**src/rtl/pulse_to_level_stretcher_pkg.sv**
```systemverilog
// Shared state codes and small helpers for the pulse stretcher.
// The state encoding is also used by the time-meter control FSM, so the codes are fixed.
package pulse_to_level_stretcher_pkg;

  typedef enum logic [1:0] {
    ST_IDLE     = 2'd0,
    ST_HOLD     = 2'd1,
    ST_WAIT_ACK = 2'd2,
    ST_GAP      = 2'd3
  } state_t;

  // The output is driven only in the two "level asserted" states.
  function automatic logic state_is_active(input state_t st);
    return (st == ST_HOLD) || (st == ST_WAIT_ACK);
  endfunction

  function automatic logic out_level(input logic active, input logic invert);
    return active ^ invert;
  endfunction

endpackage

```
**src/rtl/pulse_to_level_stretcher_edge.sv**
```systemverilog
// Rising-edge detector; the history register resets high so a line already
// high at reset release does not count as a trigger.
module rise_edge_detect (
  input  logic i_Clk,
  input  logic i_Rst_n,
  input  logic i_In,
  output logic o_Rise
);

  logic r_Prev;

  always_ff @(posedge i_Clk or negedge i_Rst_n) begin
    if (!i_Rst_n) begin
      r_Prev <= 1'b1;
    end else begin
      r_Prev <= i_In;
    end
  end

  assign o_Rise = i_In & ~r_Prev;

endmodule

```
**src/rtl/pulse_to_level_stretcher.sv**
```systemverilog
// Stretches a trigger edge into an output level of i_Hold_Len cycles (or until
// i_Ack when the length is zero), followed by a forced inactive gap.
module pulse_to_level_stretcher
  import pulse_to_level_stretcher_pkg::*;
#(
  parameter int CNT_W      = 8,
  parameter int GAP_CYCLES = 2,
  parameter int RETRIGGER  = 0,
  parameter int INVERT_OUT = 1
) (
  input  logic             i_Clk,
  input  logic             i_Rst_n,
  input  logic             i_Pulse,
  input  logic [CNT_W-1:0] i_Hold_Len,
  input  logic             i_Ack,
  output logic             o_Out,
  output logic             o_Busy,
  output logic             o_Missed
);

  localparam logic             LP_RETRIG   = (RETRIGGER != 0);
  localparam logic             LP_INV      = (INVERT_OUT != 0);
  localparam logic [CNT_W-1:0] LP_GAP_LOAD = (GAP_CYCLES > 0) ? CNT_W'(GAP_CYCLES - 1) : '0;
  localparam state_t           LP_END_ST   = (GAP_CYCLES > 0) ? ST_GAP : ST_IDLE;

  state_t           r_State;
  state_t           w_State_Next;
  logic [CNT_W-1:0] r_Cnt;
  logic [CNT_W-1:0] w_Cnt_Next;
  logic             r_Out;
  logic             r_Busy;
  logic             r_Missed;
  logic             w_Missed_Next;
  logic             w_Trig;
  logic             w_Len_Zero;
  logic [CNT_W-1:0] w_Len_Load;
  logic             w_Cnt_Zero;

  rise_edge_detect u_edge (
    .i_Clk   (i_Clk),
    .i_Rst_n (i_Rst_n),
    .i_In    (i_Pulse),
    .o_Rise  (w_Trig)
  );

  assign w_Len_Zero = (i_Hold_Len == '0);
  assign w_Len_Load = i_Hold_Len - CNT_W'(1);
  assign w_Cnt_Zero = (r_Cnt == '0);

  // One counter serves both the hold length and the gap length; it stops at zero.
  always_comb begin
    w_State_Next  = r_State;
    w_Cnt_Next    = r_Cnt;
    w_Missed_Next = 1'b0;

    case (r_State)
      ST_IDLE: begin
        if (w_Trig) begin
          if (w_Len_Zero) begin
            w_State_Next = ST_WAIT_ACK;
            w_Cnt_Next   = '0;
          end else begin
            w_State_Next = ST_HOLD;
            w_Cnt_Next   = w_Len_Load;
          end
        end
      end

      ST_HOLD: begin
        if (w_Trig && LP_RETRIG) begin
          if (w_Len_Zero) begin
            w_State_Next = ST_WAIT_ACK;
            w_Cnt_Next   = '0;
          end else begin
            w_Cnt_Next   = w_Len_Load;
          end
        end else begin
          w_Missed_Next = w_Trig;
          if (!w_Cnt_Zero) begin
            w_Cnt_Next = r_Cnt - CNT_W'(1);
          end else begin
            w_State_Next = LP_END_ST;
            w_Cnt_Next   = LP_GAP_LOAD;
          end
        end
      end

      ST_WAIT_ACK: begin
        // Release has priority; a trigger coinciding with the ack is always dropped.
        if (i_Ack) begin
          w_State_Next  = LP_END_ST;
          w_Cnt_Next    = LP_GAP_LOAD;
          w_Missed_Next = w_Trig;
        end else begin
          w_Missed_Next = w_Trig & ~LP_RETRIG;
        end
      end

      ST_GAP: begin
        w_Missed_Next = w_Trig;
        if (!w_Cnt_Zero) begin
          w_Cnt_Next = r_Cnt - CNT_W'(1);
        end else begin
          w_State_Next = ST_IDLE;
        end
      end

      default: begin
        w_State_Next = ST_IDLE;
        w_Cnt_Next   = '0;
      end
    endcase
  end

  always_ff @(posedge i_Clk or negedge i_Rst_n) begin
    if (!i_Rst_n) begin
      r_State  <= ST_IDLE;
      r_Cnt    <= '0;
      r_Out    <= LP_INV;
      r_Busy   <= 1'b0;
      r_Missed <= 1'b0;
    end else begin
      r_State  <= w_State_Next;
      r_Cnt    <= w_Cnt_Next;
      r_Out    <= out_level(state_is_active(w_State_Next), LP_INV);
      r_Busy   <= (w_State_Next != ST_IDLE);
      r_Missed <= w_Missed_Next;
    end
  end

  assign o_Out    = r_Out;
  assign o_Busy   = r_Busy;
  assign o_Missed = r_Missed;

endmodule

```
**config.mk**
```make
export PLATFORM = sky130hd
export DESIGN_NAME = pulse_to_level_stretcher
export DESIGN_NICKNAME = d
export VERILOG_FILES = /design/src/rtl/pulse_to_level_stretcher_pkg.sv /design/src/rtl/pulse_to_level_stretcher_edge.sv /design/src/rtl/pulse_to_level_stretcher.sv
export SDC_FILE = /design/constraint.sdc
export NUM_CORES = 1
export LEC_CHECK = 0
export BUFFER_PORTS_ARGS = -buffer_cell sky130_fd_sc_hd__buf_2
export CAP_MARGIN = 20
export CORE_ASPECT_RATIO = 0.9
export CORE_UTILIZATION = 42
export DETAILED_ROUTE_END_ITERATION = 16
export GPL_TIMING_DRIVEN = 0
export REMOVE_ABC_BUFFERS = 1
export SYNTH_ARGS = -nofsm -noshare
export SYNTH_HDL_FRONTEND = slang
export SYNTH_SLANG_ARGS = --single-unit
```
**constraint.sdc**
```tcl
create_clock -name i_Clk -period 3.6 [get_ports i_Clk]
set_input_delay 0.36 -clock i_Clk [delete_from_list [all_inputs] [get_ports i_Clk]]
set_output_delay 0.36 -clock i_Clk [all_outputs]
set_load 0.05 [all_outputs]
```
**Word-level counts from Yosys, hierarchy flattened**

Index checks and enable logic that the tools add are counted.

- Register bits: 14
- Bits in latches: 0
- Bits in writable memories: 0
- Bits in read-only memories: 0
- Output and inout bits: 3
- Word-level logic and storage cells: 39
- Memories: 0

- Add/subtract/negate cells: 2
- $mul: 0
- Div/mod/pow operators: 0
- Magnitude comparators: 0
- Equal/unequal tests: 8
- Shift operators: 0
- Mux-type cells: 13
- Bitwise operators: 3
- Reductions and logical operators: 7

Operators by type and width:

| operator | number |
|---|---|
| $mux W8 | 5 |
| $pmux W8 S4 | 1 |
| $logic_not A8 Y1 | 2 |
| $sub A8 B1 Y8 const B | 2 |
| $mux W2 | 5 |
| $pmux W2 S4 | 1 |
| $eq A2 B2 Y1 const B | 3 |
| $eq A2 B1 Y1 const B | 2 |
| $ne A2 B2 Y1 const B | 2 |
| $reduce_and A3 Y1 | 1 |
| $reduce_or A3 Y1 | 1 |
| $logic_not A2 Y1 | 1 |
| $ne A2 B1 Y1 const B | 1 |
| $not A1 Y1 | 2 |
| $reduce_bool A2 Y1 | 1 |
| $and A1 B1 Y1 | 1 |
| $logic_or A1 B1 Y1 | 1 |
| $mux W1 | 1 |

**Depth between registers and ports, before layout**

- Word-level depth: 7
- Mapped depth: 9

**By module**

Synthesis repeated with hierarchy kept, for this count alone.

- Cells, all modules: 109
- Area total of the unflattened synthesis: 1032.2 sq um

By module, submodules not included:

| module | times used | cells an instance | area an instance (sq um) | seq. area each (sq um) |
|---|---|---|---|---|
| pulse_to_level_stretcher | 1 | 107 | 992.2 | 326.6 |
| rise_edge_detect | 1 | 2 | 40.0 | 26.3 |

**Least setup slack after synthesis**

Ideal clock, no wire load.

- Path type: input port to flip-flop
- From: input i_Hold_Len[4]
- To: register r_Cnt[7]
- Setup time: 121 ps
- Arrival: 1895 ps
- Required time: 3479 ps
- Setup slack: 1584 ps
- Stages on the path: 5
- Cell sequence: or4_1 -> nor4_1 -> mux2_2 -> a22o_1 -> a22o_1

- Word-level cells in the longest chain between the ends: 4
- Elaborated cells between the ends (all ways): 5
- Those cells by class: 1 x add/sub; 3 x mux; 1 x reduce/logical

Ends and longest elaborated chain:

| what | line | RTL |
|---|---|---|
| start, declared | pulse_to_level_stretcher.sv:14 | `input logic [CNT_W-1:0] i_Hold_Len,` |
| $sub A8 B1 Y8 / $logic_not A8 Y1 (equally long branches) | pulse_to_level_stretcher.sv:47, pulse_to_level_stretcher.sv:46 |  |
| $mux W8 (*) | pulse_to_level_stretcher.sv:59 | `if (w_Len_Zero) begin` |
| $mux W8 (*) | pulse_to_level_stretcher.sv:58 | `if (w_Trig) begin` |
| $pmux W8 S4 (*) | pulse_to_level_stretcher.sv:56 | `case (r_State)` |
| end signal, assigned | pulse_to_level_stretcher.sv:124 | `r_Cnt <= w_Cnt_Next;` |
| end, declared | pulse_to_level_stretcher.sv:28 | `logic [CNT_W-1:0] r_Cnt;` |

Every way passes the cells marked *; elsewhere a longest branch is shown, timed or not. The select of a mux whose other input is x is not followed.
A chain may end at the register's enable or synchronous reset.

**Worst setup path in the final report**

- From: register r_Cnt[0]
- To: register r_Cnt[2]

- Word-level cells in the longest chain between the ends: 3
- Elaborated cells between the ends (all ways): 7
- Those cells by class: 1 x add/sub; 1 x eq/ne; 3 x mux; 2 x reduce/logical

Ends and longest elaborated chain:

| what | line | RTL |
|---|---|---|
| $sub A8 B1 Y8 / $logic_not A8 Y1 (equally long branches) | pulse_to_level_stretcher.sv:80, pulse_to_level_stretcher.sv:102, pulse_to_level_stretcher.sv:48 |  |
| $mux W8 (tied with other cells) | pulse_to_level_stretcher.sv:101 | `if (!w_Cnt_Zero) begin` |
| $pmux W8 S4 / $reduce_and A3 Y1 (equally long branches) | -- |  |

Several ways; a longest one is shown, not always the timed one. The select of a mux whose other input is x is not followed.

==> summary.md <==
| Metric | Value |
|---|---|
| Outcome | `finished clean` |
| Cells after Synth | `around 110` |
| Clk buf depth | `2` |
| Fill count | `221` |
| Hold Path Class | `in -> reg` |
| I/O pins | `15` |
| Final WL | `2020 um` |
| Vias post-DR | `809` |
| Sequential share of the synthesized area | `0.360` |
| Worst path slowest cell | `nor3_1` |
| Crit path max-delay family | `simple AND/OR/NAND/NOR gates` |
| Arr. time, crit path | `2.50 ns` |
| Max-slew violations | `0` |
| Clk_lat worst skew | `around 0.28 ns` |
| Yosys warning count | `0` |
| Synth unique cells | `33` |
| Clock skew | `between 0.002 and 0.003 ns` |
| Vias in the first global route | `786` |
| Cell Rows | `16` |
| RD Place Congestion | `0.816` |
| Fin nets | `141` |
| Area of the mapped netlist | `981 sq um` |
| Maximum number of pins on one net before global-route repair | `15` |
| ANT nets after route | `0` |
| Synthesis-stage register bit count | `14` |
| Worst-Margin Slew | `0.683 ns` |
| Clk slew on worst S/H paths | `0.09 ns` |
| CP required | `3.77 ns` |
| Area after DPL | `1070 sq um` |
| H-tree Lvls | `1` |
| Pleak | `0.472 nW` |
| Pwr Density | `762 nW/um^2` |
| DP HPWL | `1550 um` |
| CTS buffer count | `3` |
| Die Y | `47.8 um` |
| RSZ-0062 raised after global routing | `false` |
| CTS tree | `done` |
| Final Instance Area | `1120 sq um` |
| Iteration-0 DRC Markers | `13` |
| Slew margin rel. | `0.541` |
| WS Path Type | `reg -> reg` |
| Detailed Routing Iterations Pass 1 | `4` |
| Number of buffers added on ports | `14` |
| CP max FO | `10` |
| CP endpoint kind | `flip-flop` |
| Worst path max stage delay | `around 0.59 ns` |
| Setup bufs post-CTS | `0` |
| Starting density of the core | `0.450` |
| Startpoint class of the critical path | `flip-flop` |
| Post-Syn Area per Cell | `approximately 9.2 sq um` |
| Layout cells sized above 1 | `0.220` |
| Die footprint | `around 2500 sq um` |
| DRC viols | `0` |
| Max-cap violations | `0` |
| Wirelength per Cell | `13.5 um` |
| Final hold violation count | `0` |
| Area delta synth->final | `14.3%` |
| Gr usage total | `0.193` |
| Root Buffer | `clkbuf_4` |
| Die X | `roughly 53 um` |
| Highest clock rate | `0.430 GHz` |
| Vias/cell | `5.39` |
| Core area | `2180 sq um` |
| Dominant cell type by area after synthesis | `dfrtp_1` |
| Top cells by area, synth | `dfrtp_1 (31%), ha_1 (6.4%), a22o_1 (6.3%), dfstp_2 (5.4%), o21ai_0 (4.1%)` |
| Initial antenna violation count | `0` |
| Grt ovf | `0` |
| Final TNS setup | `0 ns` |
| Most common cell after layout, fill and taps aside | `buf_2` |
| TritonCTS sink count | `14` |
| Antenna Cells | `0` |
| Most frequent cells in the layout | `buf_2 (14), dfrtp_1 (12), inv_1 (10)` |
| First-pass GRT wire length | `3420 um` |
| Crit-path cells | `inv_1 > ha_1 > or4b_4 > nor3_2 > nor3_1 > buf_4 > o21ai_0 > a22o_1` |
| Top cell type's share of synthesized area | `0.306` |
| Crit path buf inv count | `2` |
| Post-layout min period | `2.33 ns` |
| Setup-failing EPs final | `0` |
| Maximum VDD drop | `482 uV` |
| Tcrit/Tclk final | `0.647` |
==> sequential cells by signal, indices dropped and copies added, names as in the netlist <==
register       flops
o_Out              1
r_State            2
u_edge.r_Prev      1
o_Missed           1
o_Busy             1
r_Cnt              8
==> cells in the mapped netlist <==
cell type	n
o41ai_1	1
inv_1	10
xnor2_1	3
o22a_1	2
or4b_1	1
nand2_1	5
or3_1	2
ha_1	5
mux2i_1	1
o22ai_1	4
or4_1	3
nor3_2	1
nor3_1	6
o41ai_4	1
buf_2	2
clkbuf_1	2
o21ai_0	8
xor2_1	1
nand2b_1	3
nor2_1	9
or4b_4	1
mux2_2	1
nor3b_1	4
a21oi_1	4
o32ai_1	1
dfstp_2	2
a22o_1	7
o31ai_1	1
inv_2	1
dfrtp_1	12
nor4_1	1
o31ai_4	1
and2_1	1
==> routing by layer <==
layer | track usage | wire (um) | share of wire | vias up
met3 | 0.0667 | 77 | 0.038 | 2
met4 | 0.0579 | 19 | 0.0094 | 0
met1 | 0.249 | 1040 | 0.51 | 369
li1 | - | - | - | 425
met5 | 0 | 0 | 0 | -
met2 | 0.309 | 887 | 0.44 | 13
==> worst paths after layout <==
check                                endpoint      from  cells after the start  slack (ns)
max in group asynchronous               o_Out   i_Rst_n                      2        2.80
min in group asynchronous            r_Cnt[5]   i_Rst_n                      2        0.50
worst min register to register       r_Cnt[6]  r_Cnt[6]                      1        0.57
worst max register to register       r_Cnt[2]  r_Cnt[0]                      8        1.27
worst min-delay path            u_edge.r_Prev   i_Pulse                      1        0.18
worst max-delay path                 r_Cnt[2]  r_Cnt[0]                      8        1.27
==> stage by stage <==
| step | setup WS [ns] | std cells | hold slack, ns | power, mW | utilization |
|---|---|---|---|---|---|
| after floorplan | 1.32 | 103 | 0.0644 | 0.636 | - |
| after detailed placement | 1.30 | 145 | 0.277 | 0.743 | 0.493 |
| after global placement | 0.845 | 144 | 0.277 | 0.727 | 0.489 |
| after CTS | 1.27 | 150 | 0.173 | 0.861 | 0.514 |
| final | 1.27 | 150 | 0.181 | 0.854 | 0.514 |
| after global routing | 1.07 | 150 | 0.158 | 0.939 | 0.514 |
==> cell families (layout without fill, tap and decap cells) <==
kind of cell	Yosys count	in the layout	synth area share
buffers and inverters	15	31	0.0600
muxes	2	2	0.0217
AOI/OAI and AO/OA	30	30	0.242
xor gates and xnor gates	4	4	0.0357
adders and majority gates	5	5	0.0638
and+or+nand+nor	37	37	0.217
DFF	14	14	0.360
==> worst reg2reg max path: stages, from the launching register on <==
cell and delay, ns:
dfrtp_1 0.40, inv_1 0.08, ha_1 0.21, or4b_4 0.25
nor3_2 0.07, nor3_1 0.59, buf_4 0.28, o21ai_0 0.09
a22o_1 0.25
==> where the power goes <==
part | switching, mW | internal, mW | leakage, nW
clock | 0.0511 | 0.0615 | 0.0210
sequential | 0.0842 | 0.228 | 0.162
combinational | 0.238 | 0.191 | 0.289
==> final cells by class <==
cell class | instances | area [sq um] | area share
multi-input combinational | 78 | 569 | 0.508
clock buffer | 4 | 36.3 | 0.0324
tap | 27 | 33.8 | 0.0301
sequential | 14 | 353 | 0.315
timing repair buffer | 16 | 87.6 | 0.0781
inverter | 11 | 41.3 | 0.0368
==> timing repair <==
| item | in CTS | in global routing |
|---|---|---|
| resized for setup | 0 | 0 |
| endpoints found under the hold margin | 12 | 0 |
| hold buffers | 1 | 0 |
| endpoints found under the setup margin | 0 | 0 |
No activity file was read; power rests on OpenSTA's default activity.
